===== src/rtl/bp_pkg.sv =====
// Shared types and constants for the branch predictor: counter states,
// table entry layout and saturation limits.
package bp_pkg;

  typedef enum logic [1:0] {
    SNT = 2'd0,
    WNT = 2'd1,
    WT  = 2'd2,
    ST  = 2'd3
  } ctr_state_t;

  localparam int ADDR_W = 32;

  // Tag and target are held zero-extended to the full address width.
  typedef struct packed {
    logic              valid;
    logic [ADDR_W-1:0] tag;
    ctr_state_t        ctr;
    logic [ADDR_W-1:0] target;
  } bp_entry_t;

  localparam ctr_state_t CTR_MIN       = SNT;
  localparam ctr_state_t CTR_MAX       = ST;
  localparam ctr_state_t CTR_RESET     = WNT;
  localparam ctr_state_t CTR_ALLOC_BR  = WT;
  localparam ctr_state_t CTR_ALLOC_JMP = ST;

  localparam logic [31:0] STAT_MAX = 32'hFFFF_FFFF;

  localparam bp_entry_t ENTRY_RESET = '{
    valid:  1'b0,
    tag:    '0,
    ctr:    CTR_RESET,
    target: '0
  };

  function automatic logic [31:0] stat_inc(input logic [31:0] value);
    return (value == STAT_MAX) ? value : value + 32'd1;
  endfunction

endpackage


===== src/rtl/bp_sat_counter.sv =====
// Next-state logic for the 2-bit saturating direction counter; jumps force
// the strongly-taken state.
module bp_sat_counter
  import bp_pkg::*;
(
  input  logic [1:0] state,
  input  logic       taken,
  input  logic       force_st,
  output logic [1:0] next_state
);

  always_comb begin
    next_state = state;
    if (force_st) begin
      next_state = CTR_MAX;
    end else if (taken) begin
      if (state != CTR_MAX) next_state = state + 2'd1;
    end else begin
      if (state != CTR_MIN) next_state = state - 2'd1;
    end
  end

endmodule


===== src/rtl/branch_predict_unit.sv =====
// Direct-mapped branch predictor with BTB targets, EX-stage resolution,
// mispredict/redirect generation and saturating statistics.
module branch_predict_unit
  import bp_pkg::*;
#(
  parameter int PC_W    = 9,
  parameter int ENTRIES = 16
) (
  input  logic            clk,
  input  logic            rst_n,
  input  logic [PC_W-1:0] fetch_pc,
  output logic            pred_taken,
  output logic [31:0]     pred_target,
  input  logic            res_valid,
  input  logic            res_is_branch,
  input  logic            res_is_jump,
  input  logic            res_taken,
  input  logic [PC_W-1:0] res_pc,
  input  logic [31:0]     res_target,
  input  logic            res_pred_taken,
  input  logic [31:0]     res_pred_target,
  output logic            mispredict,
  output logic [31:0]     redirect_pc,
  input  logic            stats_clr,
  output logic [31:0]     br_count,
  output logic [31:0]     mispred_count
);

  localparam int IDX_W = $clog2(ENTRIES);
  localparam int TAG_W = PC_W - IDX_W - 2;

  bp_entry_t table_q [ENTRIES];

  logic [IDX_W-1:0] fetch_idx;
  logic [TAG_W-1:0] fetch_tag;
  logic [IDX_W-1:0] res_idx;
  logic [TAG_W-1:0] res_tag;
  bp_entry_t        fetch_entry;
  bp_entry_t        res_entry;
  bp_entry_t        entry_next;
  logic             fetch_hit;
  logic             res_hit;
  logic             resolve;
  logic             upd_en;
  logic [1:0]       ctr_next;
  logic [PC_W-1:0]  fetch_seq;
  logic [PC_W-1:0]  res_seq;
  logic [31:0]      br_count_reg;
  logic [31:0]      mispred_count_reg;

  assign fetch_idx = fetch_pc[IDX_W+1:2];
  assign fetch_tag = fetch_pc[PC_W-1:IDX_W+2];
  assign res_idx   = res_pc[IDX_W+1:2];
  assign res_tag   = res_pc[PC_W-1:IDX_W+2];

  // Lookup reads registered state only, so a same-cycle update is not seen.
  assign fetch_entry = table_q[fetch_idx];
  assign fetch_hit   = fetch_entry.valid && (fetch_entry.tag == ADDR_W'(fetch_tag));
  assign pred_taken  = fetch_hit && fetch_entry.ctr[1];
  assign fetch_seq   = fetch_pc + PC_W'(4);
  assign pred_target = pred_taken ? fetch_entry.target : ADDR_W'(fetch_seq);

  assign resolve    = res_valid && (res_is_branch || res_is_jump);
  assign mispredict = resolve && ((res_taken != res_pred_taken) ||
                                  (res_taken && (res_target != res_pred_target)));
  assign res_seq     = res_pc + PC_W'(4);
  assign redirect_pc = !mispredict ? 32'd0 :
                       res_taken   ? res_target : ADDR_W'(res_seq);

  assign res_entry = table_q[res_idx];
  assign res_hit   = res_entry.valid && (res_entry.tag == ADDR_W'(res_tag));

  bp_sat_counter u_sat_counter (
    .state      (res_entry.ctr),
    .taken      (res_taken),
    .force_st   (res_is_jump),
    .next_state (ctr_next)
  );

  always_comb begin
    entry_next = res_entry;
    upd_en     = 1'b0;
    if (resolve) begin
      if (res_hit) begin
        upd_en         = 1'b1;
        entry_next.ctr = ctr_state_t'(ctr_next);
        if (res_taken) entry_next.target = ADDR_W'(res_target[PC_W-1:0]);
      end else if (res_taken) begin
        // Direct-mapped: a taken miss replaces whatever lives at this index.
        upd_en            = 1'b1;
        entry_next.valid  = 1'b1;
        entry_next.tag    = ADDR_W'(res_tag);
        entry_next.ctr    = res_is_jump ? CTR_ALLOC_JMP : CTR_ALLOC_BR;
        entry_next.target = ADDR_W'(res_target[PC_W-1:0]);
      end
    end
  end

  for (genvar gi = 0; gi < ENTRIES; gi++) begin : g_entry
    bp_entry_t entry_reg;

    always_ff @(posedge clk or negedge rst_n) begin
      if (!rst_n) begin
        entry_reg <= ENTRY_RESET;
      end else if (upd_en && (res_idx == IDX_W'(gi))) begin
        entry_reg <= entry_next;
      end
    end

    assign table_q[gi] = entry_reg;
  end

  // Clear wins over a same-cycle increment.
  always_ff @(posedge clk or negedge rst_n) begin
    if (!rst_n) begin
      br_count_reg      <= 32'd0;
      mispred_count_reg <= 32'd0;
    end else if (stats_clr) begin
      br_count_reg      <= 32'd0;
      mispred_count_reg <= 32'd0;
    end else begin
      if (resolve)    br_count_reg      <= stat_inc(br_count_reg);
      if (mispredict) mispred_count_reg <= stat_inc(mispred_count_reg);
    end
  end

  assign br_count      = br_count_reg;
  assign mispred_count = mispred_count_reg;

endmodule


===== config.mk =====
export PLATFORM = sky130hd
export DESIGN_NAME = branch_predict_unit
export DESIGN_NICKNAME = d
export VERILOG_FILES = /design/src/rtl/bp_pkg.sv /design/src/rtl/bp_sat_counter.sv /design/src/rtl/branch_predict_unit.sv
export SDC_FILE = /design/constraint.sdc
export NUM_CORES = 2
export LEC_CHECK = 0
export BUFFER_PORTS_ARGS = -buffer_cell sky130_fd_sc_hd__buf_2
export CORE_ASPECT_RATIO = 1.1
export CORE_MARGIN = 2
export CORE_UTILIZATION = 65
export CTS_CLUSTER_DIAMETER = 40
export CTS_CLUSTER_SIZE = 30
export DETAILED_ROUTE_END_ITERATION = 8
export PLACE_DENSITY = 0.83
export SLEW_MARGIN = 20
export SYNTH_ARGS = -nofsm -noshare
export SYNTH_HDL_FRONTEND = slang
export SYNTH_SLANG_ARGS = --single-unit

===== constraint.sdc =====
create_clock -name clk -period 5.15 [get_ports clk]
set_input_delay 0.2575 -clock clk [delete_from_list [all_inputs] [get_ports clk]]
set_output_delay 0.2575 -clock clk [all_outputs]
set_load 0.03 [all_outputs]

==> impl_metrics.py <==
metrics = {
    "outcome": {
        "run_status": "complete, no violations",
    },
    "pwr": {
        "peakVddDrop_v": 0.0003285,
        "power-per-cell-area_mw_per_mm2": 341.7,
        "leakage_nw": 29.70,
        "p_total_w": 0.02103,
    },
    "logic_synthesis": {
        "seq_area_frac_synth_pct": 51.98,
        "avgSynthCellArea_um2": 13.62,
        "synth_top_area_share_pct": 51.21,
        "synth_flop_cell": "dfrtp_1",
        "synth_top_area_cell": "dfrtp_1",
        "synth_area_leaders": "dfrtp_1, mux4_2, mux2_1, and2_1, mux2_2",
        "synth_cell_types": 74,
        "netlist_instances": 4017,
        "yosys_warnings": 0,
        "synth-seq-cells": 1136,
        "ys_async_sr_fraction_pct": 100.0,
        "syn_nets": 4114,
        "synth_edf_count": 0,
        "netlist_area_mm2": 0.05473,
    },
    "cells_and_area": {
        "layout-drive-gt1-share_pct": 27.76,
        "largest_reg_flops": 1072,
        "seqCellArea_mm2": 0.02845,
        "final.fill_count": 5003,
        "multi_input_area_mm2": 0.02482,
        "fin_nets": 4225,
        "area_growth_pct": 12.42,
    },
    "clock_network": {
        "clock-sinks": 1136,
        "cts-htree-levels": 4,
        "clk_pin_slew_ns": 0.06,
        "worstSkewPairLatency_ns": 0.75,
        "numCtsBuffers": 136,
        "clockBufferDepth": 3,
        "cts_setup_buffers": 0,
        "cts_tree": "yes",
        "ctsRootBufferMaster": "clkbuf_16",
    },
    "die": {
        "dieArea_mm2": 0.08654,
        "fp-row-count": 111,
        "core_mm2": 0.08333,
        "fp.dieW_um": 280.7,
        "io-pin-count": 220,
        "start_util_pct": 65.68,
        "die_h_um": 308.3,
    },
    "route": {
        "antenna_left": 0,
        "drt-wirelength-per-cell_um": 27.43,
        "routed_wl_um": 146000,
        "vias": 36370,
        "first_pass_iters": 8,
        "route.detailed.drc": 0,
        "drt_iter0_markers": 3476,
        "via_per_inst": 6.834,
    },
    "sta": {
        "tightestPinTransition_ns": 1.106,
        "finalSetupViolCount": 0,
        "slew_headroom_pct": 26.26,
        "post-route-period-util_pct": 96.93,
        "finalMaxSlewViolations": 0,
        "post-route-min-period_ns": 4.992,
        "fmax_mhz": 200.3,
        "clock_skew_ns": 0.03456,
        "finalHoldViolations": 0,
        "fin_setup_tns_ns": 0,
        "rsz0062_at_grt": "no",
    },
    "setup_path": {
        "cp-end-kind": "output pin",
        "worstRegToRegCells": 10,
        "regToRegEndpoint": "g_entry[14].entry_reg[19]$_DFFE_PN0P_",
        "critPathLaunchType": "register",
        "crit_path_max_fanout": 24,
        "arrival_ns": 4.73,
        "r2r-start": "g_entry[15].entry_reg[51]$_DFFE_PN0P_",
        "r2r_setup_slack_ns": 0.86,
        "critical_path_class": "register to output pin",
        "crit_required_ns": 4.89,
    },
    "global_routing": {
        "grt_max_degree": 166,
        "first_global_vias": 37620,
        "grt_usage_pct": 34.92,
        "overflow": 0,
        "grt_pass1_wl_um": 227600,
        "grt_antenna_before_repair": 6,
    },
    "place": {
        "gp_congestion": 0.8984,
        "portBuffers": 219,
        "post-dp-hpwl_um": 86760,
    },
    "min_path": {
        "hp-class": "primary input to register",
        "worstHoldPathCells": 2,
        "hp-start": "stats_clr",
        "worstHoldEndpoint": "mispred_count[21]$_DFFE_PN0P_",
    },
    "flow_run": {
        "drv_cap": 0,
    },
}
## routing by layer
metal / up-vias / GRT usage, % / wire [um]
met3: 481 / 8.280 / 13800
li1: 15010 / - / -
met5: - / 0 / 13
met1: 18950 / 47.33 / 55970
met2: 1931 / 53.63 / 69090
met4: 2 / 17.50 / 7105
## report_power, final
part,internal (W),switching (W),total (W),leakage (nW)
Sequential,0.00918,0.000183,0.00937,15.7
Clock,0.00590,0.00418,0.0101,2.34
Combinational,0.000640,0.000942,0.00158,11.7
## logic make-up after synthesis
| kind of cell | after synthesis | synth area share (%) |
|---|---|---|
| simple gates | 1221 | 12.82 |
| flops | 1136 | 51.98 |
| mux | 1011 | 28.29 |
| buf+inv | 349 | 2.814 |
| compound gates | 203 | 2.499 |
| xor+xnor | 90 | 1.440 |
| fa+ha+maj | 7 | 0.1600 |
## cell type report
cell class	instances	area share, %
inverters	27	0.1688
clock buffers	166	6.062
multi-input cells	2532	40.34
well taps	1073	2.182
clock inverters	87	1.822
diodes	6	0.02440
flip-flops and latches	1136	46.23
repair buffers	295	3.166
## placed cells by master, fill, tap and decap left out, types with 21 or more instances in the layout
master	instances
dfrtp_1	1120
and2_1	494
mux2_1	374
mux4_2	368
mux2_2	233
buf_2	211
nor2_1	173
clkbuf_16	139
nand2_1	104
nor4_1	91
nor3_1	80
buf_4	60
nand3_1	56
xor2_1	55
a21oi_1	49
nand4_1	39
xnor2_1	35
mux2i_1	35
and3_1	33
o21ai_0	32
or3_1	30
nor2b_1	29
inv_1	24
nand2b_1	21
## worst max-delay path: stages (launching register included)
cell	delay, ns
dfrtp_1	0.43
or4_1	0.57
nor4_1	0.33
a21oi_1	0.08
a2111oi_1	0.50
a41oi_1	0.08
a21oi_1	0.42
a32oi_1	0.27
or2_2	0.57
buf_4	0.31
nor2b_1	0.17
buf_2	0.21
## repair_timing
| action | 4_1_cts | 5_1_grt |
|---|---|---|
| hold buffers | 1 | 0 |
| endpoints found under the setup margin | 0 | 9 |
| hold endpoints to repair | 75 | 0 |
| gates resized for setup | 0 | 1 |
## how the worst max path moves through the flow
stage | end | start | slack (ns) | depth (start not counted)
floorplan | pred_target[10] | fetch_pc[2] | 1.42 | 10
global placement | g_entry[15].entry_reg[24]$_DFFE_PN0P_ | res_pc[3] | 0.54 | 10
detailed placement | g_entry[15].entry_reg[15]$_DFFE_PN0P_ | res_pc[3] | 0.47 | 10
CTS | pred_target[27] | g_entry[0].entry_reg[63]$_DFFE_PN0P_ | 0.09 | 11
global route | pred_target[31] | g_entry[0].entry_reg[63]$_DFFE_PN0P_ | 0.08 | 11
finish | pred_target[27] | g_entry[0].entry_reg[63]$_DFFE_PN0P_ | 0.16 | 11
## cells in the mapped netlist, drive strengths merged, types with 4 or more instances
cell	count
and3	33
o21ai	33
a221oi	7
o2111ai	5
and4	7
ha	7
nand2	105
nor4	91
buf	162
nand2b	21
nand4b	5
xnor2	35
o211ai	9
o22ai	5
nor2	173
or3	30
o311ai	5
a22oi	12
nor2b	29
inv	26
mux2i	36
nand3b	14
mux4	368
a41oi	5
dfrtp	1120
nor3	80
a211oi	18
o41ai	4
and2	494
nand4	39
a21oi	49
nor3b	5
nor4b	12
mux2	607
clkbuf	160
xor2	55
nand3	56
or2	6
or4	17
a311oi	6
dfstp	16
a31oi	20
## through the flow
step                      std cells  instance area (um^2)  setup WS [ns]  util (%)  hold slack, ns
after CTS                      5315                 61480        0.09245     73.78          0.1456
after global placement         5061                 56610         0.5423     67.94          0.3117
final                          5322                 61530         0.1579     73.84         0.04650
after global routing           5319                 61520        0.08298     73.83         0.06544
after detailed placement       5061                 56620         0.4731     67.94          0.3172
after floorplan                4017                 54730          1.424         -        -0.03809
Note: power is estimated with default switching activity, not from simulation.
